`config.mk`:
```
export PLATFORM = sky130hd
export DESIGN_NAME = fir_filter_mac_seq
export DESIGN_NICKNAME = d
export VERILOG_FILES = /design/src/rtl/fir_filter_mac_seq.sv
export SDC_FILE = /design/constraint.sdc
export NUM_CORES = 1
export LEC_CHECK = 0
export BUFFER_PORTS_ARGS = -buffer_cell sky130_fd_sc_hd__buf_2
export CORE_MARGIN = 3
export CORE_UTILIZATION = 35
export CTS_BUF_LIST = sky130_fd_sc_hd__clkbuf_4
export CTS_CLUSTER_SIZE = 8
export DETAILED_ROUTE_END_ITERATION = 10
export HOLD_SLACK_MARGIN = 0.03
export SKIP_LAST_GASP = 1
export SLEW_MARGIN = 20
export SYNTH_ARGS = -nofsm -noshare
export SYNTH_HDL_FRONTEND = slang
export SYNTH_SLANG_ARGS = --single-unit
```
`constraint.sdc`:
```
create_clock -name clock -period 5.95 [get_ports clock]
set_clock_uncertainty 0.15 [all_clocks]
set_input_delay 0.2975 -clock clock [delete_from_list [all_inputs] [get_ports clock]]
set_output_delay 0.2975 -clock clock [all_outputs]
set_load 0.005 [all_outputs]
```
`src/rtl/fir_filter_mac_seq.sv`:
```
// N-tap unsigned FIR with programmable coefficients and a single time-multiplexed MAC.
// Optional macro FIR_SYNC_CLEAR_EN adds a sync_clear input that zeroes the delay line and Data_out.
module fir_filter_mac_seq #(
   parameter int NUM_TAPS      = 4,
   parameter int WORD_SIZE_IN  = 4,
   parameter int COEF_SIZE     = 4,
   parameter int WORD_SIZE_OUT = WORD_SIZE_IN + COEF_SIZE + $clog2(NUM_TAPS),
   parameter int ADDR_W        = $clog2(NUM_TAPS)
) (
   input  logic                     clock,
   input  logic                     reset,
`ifdef FIR_SYNC_CLEAR_EN
   input  logic                     sync_clear,
`endif
   input  logic                     coef_wr_en,
   input  logic [ADDR_W-1:0]        coef_addr,
   input  logic [COEF_SIZE-1:0]     coef_data,
   input  logic                     in_valid,
   output logic                     in_ready,
   input  logic [WORD_SIZE_IN-1:0]  Data_in,
   output logic                     out_valid,
   output logic [WORD_SIZE_OUT-1:0] Data_out,
   output logic                     busy
);

   localparam int PROD_W = WORD_SIZE_IN + COEF_SIZE;

   typedef enum logic [1:0] {S_IDLE, S_MAC, S_DONE} state_t;

   state_t                   r_state;
   state_t                   w_state_next;
   logic [WORD_SIZE_IN-1:0]  r_x [NUM_TAPS];
   logic [COEF_SIZE-1:0]     r_c [NUM_TAPS];
   logic [WORD_SIZE_OUT-1:0] r_acc;
   logic [WORD_SIZE_OUT-1:0] r_data_out;
   logic [ADDR_W-1:0]        r_k;
   logic                     r_out_valid;
   logic                     w_accept;
   logic                     w_coef_we;
   logic                     w_last_tap;
   logic                     w_clear;
   logic                     w_idle;
   logic [PROD_W-1:0]        w_prod;

   assign w_idle     = (r_state == S_IDLE);
   assign w_last_tap = (r_k == ADDR_W'(NUM_TAPS - 1));
   assign w_prod     = PROD_W'(r_x[r_k]) * PROD_W'(r_c[r_k]);
   assign w_coef_we  = coef_wr_en && w_idle && (int'(coef_addr) < NUM_TAPS);

`ifdef FIR_SYNC_CLEAR_EN
   // A clear requested while busy is remembered and applied on return to IDLE.
   logic r_clr_pend;
   assign w_clear  = w_idle && (sync_clear || r_clr_pend);
   assign in_ready = w_idle && !r_clr_pend;

   always_ff @(posedge clock or negedge reset) begin
      if (!reset) begin
         r_clr_pend <= 1'b0;
      end else if (w_idle) begin
         r_clr_pend <= 1'b0;
      end else if (sync_clear) begin
         r_clr_pend <= 1'b1;
      end
   end
`else
   assign w_clear  = 1'b0;
   assign in_ready = w_idle;
`endif

   assign busy      = !w_idle;
   assign out_valid = r_out_valid;
   assign Data_out  = r_data_out;

   always_comb begin
      w_state_next = r_state;
      w_accept     = 1'b0;
      case (r_state)
         S_IDLE: begin
            if (in_valid && !w_clear) begin
               w_accept     = 1'b1;
               w_state_next = S_MAC;
            end
         end
         S_MAC: begin
            if (w_last_tap) begin
               w_state_next = S_DONE;
            end
         end
         S_DONE:  w_state_next = S_IDLE;
         default: w_state_next = S_IDLE;
      endcase
   end

   always_ff @(posedge clock or negedge reset) begin
      if (!reset) begin
         r_state     <= S_IDLE;
         r_acc       <= '0;
         r_k         <= '0;
         r_data_out  <= '0;
         r_out_valid <= 1'b0;
         for (int i = 0; i < NUM_TAPS; i++) begin
            r_x[i] <= '0;
            r_c[i] <= COEF_SIZE'(1);
         end
      end else begin
         r_state     <= w_state_next;
         r_out_valid <= 1'b0;
         if (w_coef_we) begin
            r_c[coef_addr] <= coef_data;
         end
         case (r_state)
            S_IDLE: begin
               if (w_clear) begin
                  r_data_out <= '0;
                  for (int i = 0; i < NUM_TAPS; i++) begin
                     r_x[i] <= '0;
                  end
               end else if (w_accept) begin
                  r_x[0] <= Data_in;
                  for (int i = 1; i < NUM_TAPS; i++) begin
                     r_x[i] <= r_x[i-1];
                  end
                  r_acc <= '0;
                  r_k   <= '0;
               end
            end
            S_MAC: begin
               r_acc <= r_acc + WORD_SIZE_OUT'(w_prod);
               r_k   <= w_last_tap ? '0 : r_k + 1'b1;
            end
            S_DONE: begin
               r_data_out  <= r_acc;
               r_out_valid <= 1'b1;
            end
            default: ;
         endcase
      end
   end

endmodule

```
==> results of run 1 <==
worst paths after layout:
kind,startpoint,to,slack [ns],cells after the start
max,r_k[0]$_DFFE_PN0P_,r_acc[8]$_DFFE_PN0P_,1.50,11
min,coef_addr[1],r_c[15]$_DFFE_PN0P_,0.18,3
max reg2reg,r_k[0]$_DFFE_PN0P_,r_acc[8]$_DFFE_PN0P_,1.50,11
min reg2reg,r_acc[9]$_DFFE_PN0P_,r_acc[9]$_DFFE_PN0P_,0.33,1
max in group asynchronous,reset,Data_out[5]$_DFFE_PN0P_,4.75,3
min in group asynchronous,reset,Data_out[9]$_DFFE_PN0P_,0.39,3
per-layer routing:
metal	wire (um)	vias up	track usage, %
li1	-	1005	-
met1	2950	1030	17.3
met2	2770	29	20.4
met3	234	6	4.55
met4	54	0	2.76
met5	0	-	0
cell families after synthesis:
logic type / share of synthesized area (%)
simple gates: 11.1
flops: 44.7
compound gates: 6.72
buf+inv: 4.57
fa+ha+maj: 13.1
xor+xnor: 0.547
mux: 19.3
repair_timing:
| item | 4_1_cts | 5_1_grt |
|---|---|---|
| hold buffers | 9 | 0 |
| hold endpoints to repair | 73 | 0 |
| gates resized for setup | 0 | 0 |
sequential cells by signal, indices dropped and copies added, names as in the netlist:
name,cells
Data_out,10
out_valid,1
r_acc,10
r_c,16
r_k,2
r_state,2
r_x,16
placed cells by master (no fill, tap or decap), types with 2 or more instances in the layout:
cell type / Yosys / final
ha_1: 19 / 19
clkinv_4: 0 / 2
nor2_1: 4 / 4
a21o_1: 2 / 2
nand2_1: 20 / 20
clkinvlp_4: 0 / 2
and3_1: 2 / 2
buf_4: 1 / 2
buf_2: 6 / 26
a21oi_1: 6 / 6
a211oi_1: 2 / 2
mux2_2: 37 / 37
o21ai_0: 10 / 10
dlygate4sd3_1: 0 / 9
a31oi_1: 2 / 2
mux4_2: 8 / 8
inv_1: 24 / 24
and2_1: 13 / 13
nand3_1: 10 / 10
fa_1: 9 / 9
clkbuf_4: 0 / 9
dfstp_2: 4 / 4
nand4_1: 2 / 2
o31ai_1: 2 / 2
dfrtp_1: 53 / 53
a2111oi_0: 3 / 3
cell usage after synthesis, types with 2 or more instances:
| cell type | count | share of area, % |
|---|---|---|
| a211oi_1 | 2 | 0.47 |
| nor2_1 | 4 | 0.47 |
| dfrtp_1 | 53 | 41 |
| inv_1 | 24 | 2.8 |
| a21o_1 | 2 | 0.47 |
| mux2_2 | 37 | 13 |
| mux4_2 | 8 | 5.6 |
| nand2_1 | 20 | 2.3 |
| ha_1 | 19 | 7.4 |
| buf_2 | 6 | 0.94 |
| clkbuf_1 | 2 | 0.23 |
| a2111oi_0 | 3 | 0.82 |
| nand4_1 | 2 | 0.39 |
| o31ai_1 | 2 | 0.47 |
| nand3_1 | 10 | 1.6 |
| a21oi_1 | 6 | 0.94 |
| and3_1 | 2 | 0.39 |
| and2_1 | 13 | 2.5 |
| dfstp_2 | 4 | 3.3 |
| fa_1 | 9 | 5.6 |
| o21ai_0 | 10 | 1.6 |
| a31oi_1 | 2 | 0.39 |
per-stage QoR:
stage	std cells	hold slack [ns]	setup WS, ns	util (%)	area, um2
CTS	414	0.151	1.45	41.5	3650
finish	414	0.175	1.50	41.5	3650
global route	414	0.159	1.10	41.5	3650
global placement	389	0.308	1.61	38.9	3420
detailed placement	389	0.317	1.46	38.9	3420
floorplan	263	-0.148	1.84	-	3200
layout make-up:
class	count	area share, %
clock buffer	9	1.85
clock inverter	7	1.95
inverter	24	2.47
multi-input combinational	172	44.4
sequential	57	39.2
tap	108	3.70
timing repair buffer	37	6.44
worst max-delay path, cell delays in order, from the launching register on:
cell,delay (ns)
dfrtp_1,0.73
mux4_2,0.62
nand2_1,0.12
fa_1,0.46
fa_1,0.51
fa_1,0.52
inv_1,0.04
ha_1,0.35
o21ai_1,0.23
o211ai_1,0.13
and3_1,0.18
a311o_1,0.31
==> impl_metrics.py, run 1 <==
metrics = {
    "synthesis": {
        "synth_edf_count": 0,
        "yosysWarnings": 0,
        "syn_nets": 305,
        "yosysSeqAreaShare_pct": 44.7,
        "netlist_area_um2": 3200,
        "synth_top_flop_cell": "dfrtp_1",
        "ys_async_sr_fraction_pct": 100,
        "synthCells": 263,
        "syn_avg_cell_area_um2": 12.2,
        "ys_types": 45,
        "ys_ff_latch": 57,
    },
    "floorplanning": {
        "design.core.area_um2": 8810,
        "start_util_pct": 36.3,
        "placementRows": 34,
        "die_h_um": 102,
        "io_pins": 27,
        "fp.dieW_um": 102,
        "die-area_um2": 10300,
    },
    "outcome": {
        "run_status": "complete, no violations",
    },
    "routing": {
        "vias": 2070,
        "vias_per_cell": 5.00,
        "drc": 0,
        "drt-total-wl_mm": 6.01,
        "drt-initial-drc-count": 63,
        "ant_nets": 0,
        "wire_per_inst_um": 14.5,
        "drt_pass1_iterations": 4,
    },
    "global_route": {
        "grt_max_degree": 58,
        "grt_remaining_overflow": 0,
        "grt_antenna_before_repair": 0,
        "grt_pass1_wl_mm": 10.3,
        "grt_usage_pct": 12.9,
        "grt_pass1_vias": 2128,
    },
    "clock_network": {
        "clock_latency_ns": 0.41,
        "clk_pin_slew_worst_paths_ns": 0.10,
        "cts_setup_buffers": 0,
        "clockBufferDepth": 2,
        "cts_tree": "yes",
        "ctsHtreeMaxLevel": 3,
        "root_buffer": "clkbuf_4",
        "cts.sinks": 57,
        "cts_buffers": 9,
    },
    "worst_setup_path": {
        "startpoint_type": "flop",
        "arrival_ns": 4.61,
        "cp-end-kind": "flop",
        "path_class": "flop to flop",
        "required_ns": 6.10,
        "critPathMaxFanout": 11,
    },
    "cells_and_area": {
        "multi_input_area_um2": 1620,
        "nets": 343,
        "fillers": 866,
        "diodes": 0,
        "areaGrowthSynthToFinish_pct": 14.2,
        "layout-drive-gt1-share_pct": 32.0,
        "ff_latch_area_um2": 1430,
    },
    "timing": {
        "setup_violations": 0,
        "setup_tns_ns": 0,
        "final_max_slew_viol_count": 0,
        "finalHoldViolCount": 0,
        "finalCritPeriodShare_pct": 74.9,
        "timing.fmax_mhz": 225,
        "tightest_slew_ns": 0.749,
        "grt_setup_unrepaired": "false",
        "period_minus_slack_ns": 4.45,
        "relSlewSlack_pct": 50.0,
    },
    "flow_run": {
        "cap_violations": 0,
    },
    "worst_hold_path": {
        "hold_class": "primary input to flop",
    },
    "placed_design": {
        "dp_hpwl_mm": 4.31,
        "port-buffer-count": 26,
        "gp_congestion": 0.835,
    },
}
Power of run 1 is not shown: default switching activity piles up to over one toggle a cycle in this logic, so the estimate is an artifact.
==> run 2: changes to the inputs <==
==> constraint.sdc (replaced) <==
create_clock -name clock -period 4.55 [get_ports clock]
set_clock_uncertainty 0.15 [all_clocks]
set_input_delay 0.2275 -clock clock [delete_from_list [all_inputs] [get_ports clock]]
set_output_delay 0.2275 -clock clock [all_outputs]
set_load 0.005 [all_outputs]
==> impl_metrics.py, run 2 (synthesis results as in run 1) <==
metrics = {
    "outcome": {
        "run_status": "complete, no violations",
    },
    "worst_setup_path": {
        "reg2reg_to": "r_acc[8]$_DFFE_PN0P_",
        "cp_cell_sequence": "mux4_2 -> nand2_1 -> fa_1 -> fa_1 -> fa_1 -> inv_1 -> ha_1 -> o21ai_1 -> o211ai_1 -> and3_1 -> a311o_1",
        "path_class": "flop to flop",
        "cp-end-kind": "flop",
        "critPathMaxStageDelay_ns": 0.57,
        "reg2reg_from": "r_k[0]$_DFFE_PN0P_",
        "critPathMaxFanout": 8,
        "crit_family": "adder cells",
        "cp_common_cell": "fa_1",
        "required_ns": 4.69,
        "crit_buf_inv": 1,
        "startpoint_type": "flop",
        "r2r_slack_ns": 0.36,
        "arrival_ns": 4.33,
        "slowest_stage": "mux4_2",
        "r2r_cells": 11,
    },
    "timing": {
        "final_max_slew_viol_count": 0,
        "setup_tns_ns": 0,
        "finalHoldViolCount": 0,
        "timing.fmax_mhz": 239,
        "grt_setup_unrepaired": "false",
        "finalCritPeriodShare_pct": 92.0,
        "period_minus_slack_ns": 4.19,
        "setup_violations": 0,
        "hold_ws_ns": 0.110,
        "tightest_slew_ns": 0.770,
        "relSlewSlack_pct": 48.6,
    },
    "routing": {
        "drt-total-wl_mm": 6.04,
        "ant_nets": 0,
        "vias_per_cell": 5.13,
        "vias": 2130,
        "drc": 0,
        "drt_pass1_iterations": 4,
        "wire_per_inst_um": 14.6,
        "drt-initial-drc-count": 72,
    },
    "clock_network": {
        "cts_tree": "yes",
        "clock_latency_ns": 0.42,
        "cts.sinks": 57,
        "clockBufferDepth": 2,
        "cts_buffers": 9,
        "cts_setup_buffers": 0,
        "clk_pin_slew_worst_paths_ns": 0.11,
        "ctsHtreeMaxLevel": 3,
        "root_buffer": "clkbuf_4",
    },
    "floorplanning": {
        "fp.dieW_um": 102,
        "start_util_pct": 36.3,
        "die_h_um": 102,
        "placementRows": 34,
        "design.core.area_um2": 8810,
        "die-area_um2": 10300,
        "io_pins": 27,
    },
    "global_route": {
        "grt_pass1_vias": 2120,
        "grt_max_degree": 58,
        "grt_remaining_overflow": 0,
        "grt_antenna_before_repair": 0,
        "grt_usage_pct": 13.1,
        "grt_pass1_wl_mm": 10.5,
    },
    "cells_and_area": {
        "nets": 344,
        "top_regs": "r_c (16), r_x (16)",
        "layout-drive-gt1-share_pct": 32.6,
        "diodes": 0,
        "utilization_pct": 41.7,
        "final_common_cell": "dfrtp_1",
        "fin_cells": 415,
        "final_cell_mix": "dfrtp_1 (52), mux2_2 (37), buf_2 (26)",
        "areaGrowthSynthToFinish_pct": 14.6,
    },
    "placed_design": {
        "dp_hpwl_mm": 4.44,
        "gp_congestion": 0.841,
        "port-buffer-count": 26,
        "dp_cells": 390,
    },
    "worst_hold_path": {
        "worstHoldStart": "coef_addr[1]",
        "hold_class": "primary input to flop",
        "whs_path_depth": 3,
        "hold_path_end": "r_c[13]$_DFFE_PN0P_",
    },
    "flow_run": {
        "cap_violations": 0,
    },
}
==> run 2: cell count changes in the layout (fill, tap and decap cells not counted), sizes merged <==
cell	before	now
buf	28	29
clkinv	4	3
clkinvlp	2	0
inv	24	27
==> run 2: layer usage <==
| layer | track usage (%) | routed length [um] | up-vias | share of wire (%) |
|---|---|---|---|---|
| met1 | 17.5 | 2810 | 1073 | 46 |
| met5 | 0 | 0 | - | 0 |
| met4 | 4.29 | 68 | 0 | 1.1 |
| met3 | 3.93 | 231 | 7 | 3.8 |
| li1 | - | - | 1011 | - |
| met2 | 20.3 | 2930 | 39 | 49 |
==> run 2: worst max-delay path by stage <==
stage	startpoint	endpoint	slack (ns)	depth (start not counted)
after floorplan	r_k[0]$_DFFE_PN0P_	r_acc[8]$_DFFE_PN0P_	0.44	12
after global placement	r_k[0]$_DFFE_PN0P_	r_acc[8]$_DFFE_PN0P_	0.32	11
after detailed placement	r_k[0]$_DFFE_PN0P_	r_acc[8]$_DFFE_PN0P_	0.23	11
after CTS	r_k[0]$_DFFE_PN0P_	r_acc[8]$_DFFE_PN0P_	0.19	11
after global routing	r_k[0]$_DFFE_PN0P_	r_acc[6]$_DFFE_PN0P_	0.002	11
final	r_k[0]$_DFFE_PN0P_	r_acc[8]$_DFFE_PN0P_	0.36	11
==> run 2: per-stage QoR <==
stage / instance area [um2] / setup slack (ns)
CTS: 3670 / 0.193
global placement: 3430 / 0.316
global route: 3670 / 0.00240
detailed placement: 3430 / 0.228
floorplan: 3200 / 0.440
finish: 3670 / 0.364
==> run 2: repair_timing <==
item	4_1_cts	5_1_grt
endpoints found under the setup margin	0	2
hold endpoints to repair	73	0
gates resized for setup	0	1
hold buffers	9	0
==> run 2: area by class of cell <==
cell class              instances  area [um2]
fillers                       813        5140
multi-input cells             172        1620
flip-flops and latches         57        1430
repair buffers                 38         243
well taps                     108         135
inverters                      24        90.1
clock inverters                 7        77.6
clock buffers                   9        67.6
==> run 2: tightest hold or removal path: stages <==
cell and delay, ns:
buf_2 0.13, nor3_4 0.07, mux2_2 0.21
Power of run 2 is left out for the same reason.
==> run 3: changes to the inputs <==
--- a/config.mk
+++ b/config.mk
@@ -6,12 +6,15 @@
 export NUM_CORES = 1
 export LEC_CHECK = 0
 export BUFFER_PORTS_ARGS = -buffer_cell sky130_fd_sc_hd__buf_2
-export CORE_MARGIN = 3
+export CELL_PAD_IN_SITES_DETAIL_PLACEMENT = 2
+export CELL_PAD_IN_SITES_GLOBAL_PLACEMENT = 2
+export CORE_MARGIN = 2
 export CORE_UTILIZATION = 35
 export CTS_BUF_LIST = sky130_fd_sc_hd__clkbuf_4
 export CTS_CLUSTER_SIZE = 8
 export DETAILED_ROUTE_END_ITERATION = 10
 export HOLD_SLACK_MARGIN = 0.03
+export PLACE_DENSITY_LB_ADDON = 0.1
 export SKIP_LAST_GASP = 1
 export SLEW_MARGIN = 20
 export SYNTH_ARGS = -nofsm -noshare
==> impl_metrics.py, run 3 (synthesis results as in run 1) <==
metrics = {
    "timing": {
        "period_minus_slack_ns": 4.26,
        "setup_tns_ns": 0,
        "grt_setup_unrepaired": "false",
        "finalCritPeriodShare_pct": 93.7,
        "final_max_slew_viol_count": 0,
        "timing.fmax_mhz": 235,
        "relSlewSlack_pct": 50.2,
        "tightest_slew_ns": 0.747,
        "finalHoldViolCount": 0,
        "setup_violations": 0,
    },
    "clock_network": {
        "clk_pin_slew_worst_paths_ns": 0.11,
        "ctsHtreeMaxLevel": 3,
        "clockBufferDepth": 2,
        "cts_buffers": 9,
        "root_buffer": "clkbuf_4",
        "clock_latency_ns": 0.40,
        "cts.sinks": 57,
        "cts_tree": "yes",
    },
    "worst_setup_path": {
        "r2r_slack_ns": 0.29,
        "r2r_cells": 11,
        "required_ns": 4.74,
        "slowest_stage": "mux4_2",
        "cp_common_cell": "fa_1",
        "cp-end-kind": "flop",
        "startpoint_type": "flop",
        "reg2reg_to": "r_acc[6]$_DFFE_PN0P_",
        "reg2reg_from": "r_k[0]$_DFFE_PN0P_",
        "arrival_ns": 4.45,
        "cp_cell_sequence": "mux4_2 -> nand2_1 -> fa_1 -> fa_1 -> fa_1 -> inv_1 -> ha_1 -> o21ai_1 -> o21bai_1 -> a2111oi_1 -> nand3b_1",
        "critPathMaxStageDelay_ns": 0.60,
        "path_class": "flop to flop",
        "critPathMaxFanout": 8,
    },
    "routing": {
        "vias_per_cell": 5.17,
        "drc": 0,
        "ant_nets": 0,
        "wire_per_inst_um": 17.1,
        "drt_pass1_iterations": 4,
        "drt-initial-drc-count": 38,
        "drt-total-wl_mm": 7.13,
        "vias": 2150,
    },
    "global_route": {
        "grt_usage_pct": 16.3,
        "grt_max_degree": 58,
        "grt_pass1_wl_mm": 12.4,
        "grt_pass1_vias": 2426,
        "grt_antenna_before_repair": 0,
        "grt_remaining_overflow": 0,
    },
    "worst_hold_path": {
        "hold_path_end": "r_c[15]$_DFFE_PN0P_",
        "worstHoldStart": "coef_addr[1]",
        "hold_class": "primary input to flop",
        "whs_path_depth": 3,
    },
    "cells_and_area": {
        "top_regs": "r_c (16), r_x (16)",
        "final_common_cell": "dfrtp_1",
        "fillers": 933,
        "nets": 345,
        "areaGrowthSynthToFinish_pct": 15.9,
        "final_cell_mix": "dfrtp_1 (52), mux2_2 (37), buf_2 (26)",
        "layout-drive-gt1-share_pct": 32.1,
        "diodes": 0,
    },
    "floorplanning": {
        "placementRows": 34,
        "start_util_pct": 36.3,
        "design.core.area_um2": 8810,
        "die-area_um2": 9930,
        "io_pins": 27,
        "die_h_um": 99.6,
        "fp.dieW_um": 99.6,
    },
    "placed_design": {
        "dp_hpwl_mm": 5.16,
        "port-buffer-count": 26,
        "gp_congestion": 0.771,
    },
    "outcome": {
        "run_status": "complete, no violations",
    },
    "flow_run": {
        "cap_violations": 0,
    },
}
[run 3: cell types whose count changed in the layout (fill, tap and decap cells not counted), moves of 2 or more]
cell,change
bufinv_16,+2
clkinv_1,+2
clkinv_4,-2
inv_6,-3
[run 3: stage by stage]
step / setup slack, ns / instance area (um2) / utilization (%) / hold WS, ns / instances
CTS: 0.0647 / 3700 / 42.0 / 0.0951 / 415
global route: 0.00549 / 3710 / 42.1 / 0.109 / 416
global placement: 0.251 / 3430 / 39.0 / 0.283 / 390
floorplan: 0.440 / 3200 / - / -0.218 / 263
finish: 0.288 / 3710 / 42.1 / 0.135 / 416
detailed placement: 0.0771 / 3430 / 39.0 / 0.287 / 390
[run 3: worst max path at each step]
stage | from | end | depth (start not counted)
after floorplan | r_k[0]$_DFFE_PN0P_ | r_acc[8]$_DFFE_PN0P_ | 12
after global placement | r_k[0]$_DFFE_PN0P_ | r_acc[8]$_DFFE_PN0P_ | 11
after detailed placement | r_k[0]$_DFFE_PN0P_ | r_acc[6]$_DFFE_PN0P_ | 11
after CTS | r_k[0]$_DFFE_PN0P_ | r_acc[6]$_DFFE_PN0P_ | 11
after global routing | r_k[0]$_DFFE_PN0P_ | r_acc[6]$_DFFE_PN0P_ | 11
final | r_k[0]$_DFFE_PN0P_ | r_acc[6]$_DFFE_PN0P_ | 11
[run 3: area by class of cell]
| cell class | instances | area [um2] | area share, % |
|---|---|---|---|
| Clock inverter | 7 | 109 | 2.94 |
| Multi-Input combinational cell | 172 | 1620 | 43.8 |
| Tap cell | 108 | 135 | 3.64 |
| Sequential cell | 57 | 1430 | 38.6 |
| Clock buffer | 9 | 67.6 | 1.82 |
| Timing Repair Buffer | 39 | 250 | 6.75 |
| Inverter | 24 | 90.1 | 2.43 |
[run 3: routing by layer]
| metal | vias up | part of all wire [%] | track usage [%] |
|---|---|---|---|
| met3 | 8 | 2.4 | 4.29 |
| met2 | 25 | 51 | 27.3 |
| li1 | 1003 | - | - |
| met1 | 1114 | 44 | 20.2 |
| met4 | 0 | 1.8 | 5.80 |
| met5 | - | 0 | 0 |
[run 3: worst max-delay path: cells and delay by family, from the launching register on]
| kind | cells | cell delay, ns |
|---|---|---|
| fa+ha+maj | 4 | 1.81 |
| compound gates | 3 | 0.77 |
| mux | 1 | 0.60 |
| flops | 1 | 0.54 |
| simple gates | 2 | 0.29 |
| buf+inv | 1 | 0.04 |
[run 3: what timing repair did]
item | 4_1_cts | 5_1_grt
endpoints found under the hold margin | 73 | 0
hold buffers | 9 | 0
endpoints found under the setup margin | 0 | 5
setup buffers | 0 | 1
resized for setup | 0 | 2
Power of run 3 is left out for the same reason.
